File: src/rtl/piso_sched_pkg.sv
// Shared types and the round-robin selector for the PISO transmit scheduler.
package piso_sched_pkg;

  typedef enum logic [1:0] {
    IDLE  = 2'd0,
    SHIFT = 2'd1,
    GAP   = 2'd2
  } state_t;

  localparam int MAX_REQ   = 8;
  localparam int MAX_REQ_W = 3;

  typedef struct packed {
    logic                 any;
    logic [MAX_REQ_W-1:0] idx;
    logic [MAX_REQ-1:0]   onehot;
  } rr_grant_t;

  // Search starts just after the last winner, so the last winner is tried last.
  function automatic rr_grant_t rr_select(input logic [MAX_REQ-1:0]   req,
                                          input logic [MAX_REQ_W-1:0] last,
                                          input int                   num_req);
    rr_grant_t g;
    int        cand;
    g    = '0;
    cand = 0;
    for (int k = 1; k <= MAX_REQ; k++) begin
      if (k <= num_req && !g.any) begin
        cand = (int'(last) + k) % num_req;
        if (req[cand[MAX_REQ_W-1:0]]) begin
          g.any                            = 1'b1;
          g.idx                            = cand[MAX_REQ_W-1:0];
          g.onehot[cand[MAX_REQ_W-1:0]]    = 1'b1;
        end
      end
    end
    return g;
  endfunction

endpackage

File: src/rtl/piso_shifter.sv
// Parallel-in/serial-out shift register: load wins over shift, MSB goes out first.
module piso_shifter
  import piso_sched_pkg::*;
#(
  parameter int DATA_W = 4
) (
  input  logic              clk,
  input  logic              rst,
  input  logic              load,
  input  logic              shift,
  input  logic [DATA_W-1:0] din,
  output logic              sout
);

  logic [DATA_W-1:0] sreg;

  // Zero fill leaves the register empty after a frame, so sout idles at 0.
  always_ff @(posedge clk) begin
    if (!rst) begin
      sreg <= '0;
    end else if (load) begin
      sreg <= din;
    end else if (shift) begin
      sreg <= {sreg[DATA_W-2:0], 1'b0};
    end
  end

  assign sout = sreg[DATA_W-1];

endmodule

File: src/rtl/piso_tx_sched.sv
// Round-robin scheduler sharing one PISO shifter among NUM_REQ requesters,
// with framing strobes and a programmable idle gap between frames.
module piso_tx_sched
  import piso_sched_pkg::*;
#(
  parameter int NUM_REQ    = 4,
  parameter int DATA_W     = 4,
  parameter int GAP_CYCLES = 1
) (
  input  logic                       clk,
  input  logic                       rst,
  input  logic [NUM_REQ-1:0]         req_valid,
  input  logic [NUM_REQ*DATA_W-1:0]  req_data,
  output logic [NUM_REQ-1:0]         req_ready,
  output logic                       sout,
  output logic                       sout_valid,
  output logic                       frame_start,
  output logic [$clog2(NUM_REQ)-1:0] grant_id,
  output logic                       busy
);

  localparam int GID_W = $clog2(NUM_REQ);
  localparam int CNT_W = $clog2(DATA_W);
  localparam logic [3:0] GAP_LOAD = 4'((GAP_CYCLES > 0) ? GAP_CYCLES - 1 : 0);

  state_t               state;
  state_t               state_next;
  logic [GID_W-1:0]     last_grant;
  logic [CNT_W-1:0]     bit_cnt;
  logic [3:0]           gap_cnt;
  logic [MAX_REQ-1:0]   req_vec;
  logic [MAX_REQ_W-1:0] last_ext;
  rr_grant_t            rr;
  logic                 grant;
  logic                 shift_en;
  logic [GID_W-1:0]     win_idx;
  logic [DATA_W-1:0]    win_word;
  logic                 unused_rr;

  always_comb begin
    req_vec                  = '0;
    req_vec[NUM_REQ-1:0]     = req_valid;
    last_ext                 = '0;
    last_ext[GID_W-1:0]      = last_grant;
    rr                       = rr_select(req_vec, last_ext, NUM_REQ);
  end

  assign win_idx   = rr.idx[GID_W-1:0];
  assign win_word  = req_data[int'(win_idx)*DATA_W +: DATA_W];
  assign unused_rr = ^{rr.onehot, rr.idx};

  // Grants only happen in IDLE and never while reset is held, which keeps
  // req_ready low during reset even though it is combinational.
  always_comb begin
    state_next = state;
    grant      = 1'b0;
    shift_en   = 1'b0;
    case (state)
      IDLE: begin
        if (rst && rr.any) begin
          grant      = 1'b1;
          state_next = SHIFT;
        end
      end
      SHIFT: begin
        shift_en = 1'b1;
        if (bit_cnt == '0) begin
          state_next = (GAP_CYCLES > 0) ? GAP : IDLE;
        end
      end
      GAP: begin
        if (gap_cnt == '0) begin
          state_next = IDLE;
        end
      end
      default: state_next = IDLE;
    endcase
  end

  assign req_ready = grant ? rr.onehot[NUM_REQ-1:0] : '0;

  // Status strobes are registered from the next state so they line up with sout.
  always_ff @(posedge clk) begin
    if (!rst) begin
      state       <= IDLE;
      sout_valid  <= 1'b0;
      frame_start <= 1'b0;
      busy        <= 1'b0;
      grant_id    <= '0;
      last_grant  <= GID_W'(NUM_REQ - 1);
      bit_cnt     <= '0;
      gap_cnt     <= '0;
    end else begin
      state       <= state_next;
      sout_valid  <= (state_next == SHIFT);
      frame_start <= grant;
      busy        <= (state_next != IDLE);
      if (grant) begin
        grant_id   <= win_idx;
        last_grant <= win_idx;
        bit_cnt    <= CNT_W'(DATA_W - 1);
      end else if (state == SHIFT) begin
        bit_cnt <= bit_cnt - 1'b1;
      end
      if (state == SHIFT && bit_cnt == '0) begin
        gap_cnt <= GAP_LOAD;
      end else if (state == GAP) begin
        gap_cnt <= gap_cnt - 1'b1;
      end
    end
  end

  piso_shifter #(
    .DATA_W (DATA_W)
  ) u_shifter (
    .clk   (clk),
    .rst   (rst),
    .load  (grant),
    .shift (shift_en),
    .din   (win_word),
    .sout  (sout)
  );

endmodule

File: config.mk
export PLATFORM = sky130hd
export DESIGN_NAME = piso_tx_sched
export DESIGN_NICKNAME = d
export VERILOG_FILES = /design/src/rtl/piso_sched_pkg.sv /design/src/rtl/piso_shifter.sv /design/src/rtl/piso_tx_sched.sv
export SDC_FILE = /design/constraint.sdc
export NUM_CORES = 1
export LEC_CHECK = 0
export CAP_MARGIN = 15
export CORE_MARGIN = 4
export CORE_UTILIZATION = 51
export DETAILED_ROUTE_END_ITERATION = 10
export GPL_ROUTABILITY_DRIVEN = 0
export PLACE_DENSITY = 0.8
export SKIP_CTS_REPAIR_TIMING = 1
export SYNTH_ARGS = -nofsm -noshare
export SYNTH_HDL_FRONTEND = slang
export SYNTH_HIERARCHICAL = 1
export SYNTH_SLANG_ARGS = --single-unit
File: constraint.sdc
create_clock -name clk -period 3.6 [get_ports clk]
set_input_delay 0.72 -clock clk [delete_from_list [all_inputs] [get_ports clk]]
set_output_delay 0.72 -clock clk [all_outputs]
set_load 0.05 [all_outputs]
==> results.md, run 1 <==
* Main synth FF type: dfxtp_1
* Critical-path maximum fanout at 7
* Seq. cell area at 380.4 um^2
* Synth area leaders: dfxtp_1 (25%), mux2i_1 (8.5%), ha_1 (8.1%), nand2_1 (6.8%), mux2_2 (5.1%)
* Die span in x at 62.89 um
* Hold Path Class: reg2reg
* Cts bufs inserted at 3
* CP Cell Sequence: clkdlybuf4s50_1, mux4_2, inv_1, nand3b_1, o211ai_2, a21oi_2, buf_4
* WL final at 3586 um
* Layout Area Growth over Synthesis at 27.12%
* Reg clk slew, reported paths at 100 ps
* Clock power share at 0.065
* CP max stage cell: mux4_2
* Int Pwr at ~0.84 mW
* Mean Syn Cell Area at slightly above 8 um^2
* Remaining DRCs at 0
* Fmax at approximately 290 MHz
* Seq/Total Area, Yosys at 0.2476
* Area occupied by multi-input gates at 1076 um^2
* Clk buf depth at 2
* Final #Nets at between 200 and 300
* Min Tclk post-route at 3453 ps
* Commonest cells after routing, fill and taps aside: nand2_1 (28), clkdlybuf4s50_1 (26), dfxtp_1 (19)
* Number of diodes at 0
* DRT antenna net count at 0
* Critical Path End Type: primary output
* Max H-tree Level at 1
* Fin. Hold Viols at 0
* VDD IR max at 0.4349 mV
* Die height at 62.89 um
* Fillers at 233
* Post-synth top area cell: dfxtp_1
* Actual slew at the worst max-slew pin at 685.2 ps
* IO Count at 32
* First-pass GRT wire length at a little over 6000 um
* Sequential group share of total power at 0.199
* WP data required at 2880 ps
* Switching power at 0.8053 mW
* DR pass1 iterations at 4
* Vias per inst at around 6
* Sw frac at 0.4893
* Period Utilization, post-route at 0.9591
* Largest net degree at the start of global routing at 17
* Initial Util at 0.5431
* Synthesized cell area at 1536 um^2
* Site row count at 19
* Pwr dens at around 840 nW/um^2
* Cell variety after synth at 40
* Max Cap Viol at 0
* Synth warn at 6
* Placed insts at 248
* Setup skew after layout at 9.230 ps
* Crit path kind: in2out
* Clock Tree Root: clkbuf_4
* Vias in the first global route at ~1,500
* Mapped Cells at 188
* # clock sinks at 19
* Hold Path Depth at 1
* Final Max Slew Viols at 0
* Max-Slew Margin vs Limit at 0.5423
* Pwr Total at 1.646 mW
* Crit path DAT at about 2700 ps
* Outcome: complete, no violations
* Initial DRC Count at 91
* Final HPWL DP at 2841 um
* Vias at 1,490
* Final Non-Filler Cells at between 200 and 300
* Die Area at approximately 4000 um^2
* Place WS at -19.03 ps
* Core ar. at 2829 um^2
* Leak at 0.9309 nW
* Initial antenna violation count at 0
* Top cell type's share of synthesized area at 0.2476
* Share of layout cells above drive strength 1 at 0.1696
* Syn nets at 220
* Max incr delay on CP at 610 ps
* Final worst slack at 147.4 ps
* DR WL/cell at 14.06 um
* CP Launch Type: input pin
* GRT Total Usage at 0.1828
* Setup Viol. Count Final at 0
* FF+latch count, synth at 19
* Grt ovf at 0
* Most common cell after layout, fill and taps aside: nand2_1
* Async S/R FF share, synth at 0
* RSZ-0062 raised after global routing: no
* Logic pwr share at 0.735
* Reg2reg path depth at 9
* I/O Buffers at 31
* CTS tree: yes
* Number of flops mapped to enable cells by yosys at 0
* Worst skew pair latency at 300 ps
==> registers in the layout, summed over array words and instances, names as in the netlist <==
| signal | cells |
|---|---|
| sout_valid | 1 |
| grant_id | 2 |
| frame_start | 1 |
| u_shifter/sreg | 4 |
| state | 2 |
| busy | 1 |
| gap_cnt | 4 |
| last_grant | 2 |
| bit_cnt | 2 |
==> worst paths after layout <==
| path | start | end | slack, ps |
|---|---|---|---|
| max | req_valid[1] | req_ready[2] | 150 |
| max reg2reg | last_grant[1] | u_shifter/sreg[0] | 480 |
| min | grant_id[1] | grant_id[1] | 510 |
| min reg2reg | grant_id[1] | grant_id[1] | 510 |
==> metal layers <==
metal,GRT usage,vias to the layer above,wire [um]
met3,0.03957,2,211
met5,0,-,0
met4,0.02755,0,11
li1,-,739,-
met1,0.2101,698,1572
met2,0.3465,51,1790
==> cells in the mapped netlist, drive strengths merged (2+ instances only) <==
| master | n |
|---|---|
| mux4 | 2 |
| buf | 7 |
| a22oi | 4 |
| a211o | 2 |
| a21oi | 9 |
| mux2i | 13 |
| and2 | 2 |
| or2b | 3 |
| dfxtp | 19 |
| o211a | 5 |
| xnor2 | 2 |
| clkbuf | 2 |
| o21a | 3 |
| nand2 | 28 |
| o221ai | 4 |
| nor3 | 4 |
| o21ai | 15 |
| ha | 10 |
| nor2 | 13 |
| o211ai | 3 |
| o311a | 2 |
| mux2 | 7 |
| inv | 13 |
| nor2b | 3 |
==> power groups by stage <==
stage	registers (mW)	clock network (mW)	logic, mW
after floorplan	0.434	0	0.827
after global placement	0.331	0	1.13
after detailed placement	0.334	0	1.18
after CTS	0.329	0.111	1.18
after global routing	0.342	0.117	1.32
final	0.328	0.108	1.21
==> through the flow <==
stage,instance area [um^2],hold slack [ps],TNS [ps],util
2_1_floorplan,1551,461.0,0,-
3_3_place_gp,1888,492.2,0,0.6674
3_5_place_dp,1888,491.3,-25.97,0.6674
4_1_cts,1916,521.3,-39.22,0.6771
5_1_grt,1953,550.8,0,0.6904
6_report,1953,513.8,0,0.6904
==> worst max-delay path: cells and delay by family <==
family | cells | cell delay [ps]
AO/OA/AOI/OAI | 2 | 390
AND/OR/NAND/NOR | 1 | 130
buffers and inverters | 3 | 870
multiplexers | 1 | 610
==> logic make-up after synthesis <==
kind of cell               count (synthesis)  synth area share
and+or+nand+nor                           61            0.1889
DFF                                       19            0.2476
AOI/OAI and AO/OA                         51            0.2353
xor gates and xnor gates                   2           0.01140
adders and majority gates                 10           0.08143
buffers and inverters                     23           0.07003
muxes                                     22            0.1653
==> cell type report <==
cell class	count	share of cell area
inverter	14	0.02691
sequential	19	0.1947
clock inverter	1	0.002562
clock buffer	3	0.01153
timing repair buffer	41	0.1935
tap	31	0.01986
multi-input combinational	146	0.5509
No activity file was read; power rests on OpenSTA's default activity.
==> run 2: changes to the inputs <==
Settings changed: CORE_ASPECT_RATIO from default to 0.6.
==> run 2 against run 1 <==
Net effect: die area up 0.72%; largest cell class unchanged; register-to-register slack about the same; flip-flop and latch count unchanged; critical path type unchanged.
==> results.md, run 2 (same netlist as run 1, synthesis figures left out) <==
* Fin. Hold Viols at 0 (unchanged)
* Critical-path maximum fanout at 8 (+1)
* Site row count at 15 (-4)
* Int Pwr at 0.8641 mW (+2.8%)
* Period Utilization, post-route at 0.9697 (+0.01060)
* Die span in x at 78.86 um (+25%)
* CTS tree: yes
* Clk buf depth at 2 (unchanged)
* Initial Util at 0.5351 (-0.008046)
* Final Max Slew Viols at 0 (unchanged)
* Remaining DRCs at 0 (unchanged)
* RSZ-0062 raised after global routing: yes
* I/O Buffers at 31 (unchanged)
* Hold Path Class: reg2reg
* Vias at 1,435 (-3.7%)
* Die height at 50.52 um (-20%)
* Largest net degree at the start of global routing at 17 (unchanged)
* VDD IR max at 0.3837 mV (-12%)
* GRT Total Usage at 0.1968 (+0.01396)
* DRT antenna net count at 0 (unchanged)
* Max Cap Viol at 0 (unchanged)
* Leak at 0.9172 nW (-1.5%)
* Pwr dens at 854.6 nW/um^2 (+1.4%)
* Setup Viol. Count Final at 0 (unchanged)
* Critical Path End Type: primary output
* Clock power share at 0.090 (+0.025)
* First-pass GRT wire length at 6237 um (+2.6%)
* Final core occ at 0.6850 (-0.005435)
* Die Area at 3984 um^2 (+0.72%)
* Fillers at 224 (-3.9%)
* Final HPWL DP at 2847 um (+0.24%)
* Worst Hold Slack at 510.1 ps (-3.671 ps)
* Setup skew after layout at 8.375 ps (-0.8550 ps)
* Sequential group share of total power at 0.198 (about the same)
* DR pass1 iterations at 4 (unchanged)
* Pwr Total at 1.681 mW (+2.1%)
* Min Tclk post-route at 3491 ps (+38.16 ps)
* Commonest cells after routing, fill and taps aside: nand2_1 (28), clkdlybuf4s50_1 (27), dfxtp_1 (19)
* Largest regs: gap_cnt (4), u_shifter/sreg (4)
* Max H-tree Level at 1 (unchanged)
* Max-Slew Margin vs Limit at 0.5677 (+0.02543)
* Most common cell after layout, fill and taps aside: nand2_1
* Vias per inst at 5.436 (-7.0%)
* DR WL/cell at 13.57 um (-3.5%)
* IO Count at 32 (unchanged)
* WP data required at 2880 ps (about the same)
* Initial DRC Count at 85 (-6.6%)
* Worst skew pair latency at 260 ps (-40 ps)
* Switching power at 0.8168 mW (+1.4%)
* Reg clk slew, reported paths at 70 ps (-30 ps)
* Sw frac at 0.4859 (-0.003351)
* Logic pwr share at 0.712 (-0.023)
* Actual slew at the worst max-slew pin at 647.1 ps (-38.07 ps)
* Crit path DAT at 2770 ps (+40 ps)
* # clock sinks at 19 (unchanged)
* Grt ovf at 0 (unchanged)
* Clock Tree Root: clkbuf_8
* Vias in the first global route at 1,427 (-3.5%)
* Final #Nets at 255 (-0.78%)
* Initial antenna violation count at 0 (unchanged)
* CP Launch Type: input pin
* WL final at 3583 um (about the same)
* Outcome: complete, no violations
* Share of layout cells above drive strength 1 at 0.1577 (-0.01199)
* Layout Area Growth over Synthesis at 28.01%
* Number of diodes at 0 (unchanged)
* Crit path kind: in2out
* Core ar. at 2872 um^2 (+1.5%)
* Cts bufs inserted at 3 (unchanged)
* Fmax at 286.5 MHz (-1.1%)
## run 2: path summary, 6_finish.rpt
kind         cells past startpoint                end           from  slack, ps
max                              7       req_ready[0]   req_valid[0]        110
min                              1        grant_id[1]    grant_id[1]        510
max reg2reg                      9  u_shifter/sreg[0]  last_grant[1]        480
min reg2reg                      1        grant_id[1]    grant_id[1]        510
## run 2: metrics by stage
stage / TNS, ps / area [um^2] / setup slack [ps] / instances
2_1_floorplan: 0 / 1551 / 121.0 / 188
3_3_place_gp: 0 / 1909 / 189.1 / 260
3_5_place_dp: 0 / 1909 / 12.65 / 260
4_1_cts: -20.84 / 1954 / -16.10 / 264
5_1_grt: -3.580 / 1967 / -3.580 / 264
6_report: 0 / 1967 / 109.2 / 264
## run 2: cell type report
class	instances	area (um^2)	area share
multi-input combinational	146	1076	0.5471
tap	42	52.55	0.02672
clock buffer	4	45.04	0.02290
timing repair buffer	39	360.3	0.1832
sequential	19	380.4	0.1934
inverter	14	52.55	0.02672
## run 2: critical path: stages
cell and delay (ps):
clkdlybuf4s50_1 520, mux4_2 630, inv_1 150, nand3b_1 140
o211ai_2 360, a21oi_2 50, buf_4 200
## run 2: per-layer routing
layer,GRT usage,vias up,share of wire
li1,-,735,-
met1,0.2618,644,0.48
met2,0.3183,54,0.44
met3,0.05556,2,0.084
met4,0.04571,0,0.0017
met5,0,-,0
## run 2: power groups by stage
stage	Sequential, mW	Combinational (mW)	Clock (mW)
after floorplan	0.434	0.827	0
after global placement	0.332	1.14	0
after detailed placement	0.336	1.17	0
after CTS	0.332	1.18	0.151
after global routing	0.343	1.31	0.162
final	0.333	1.20	0.152
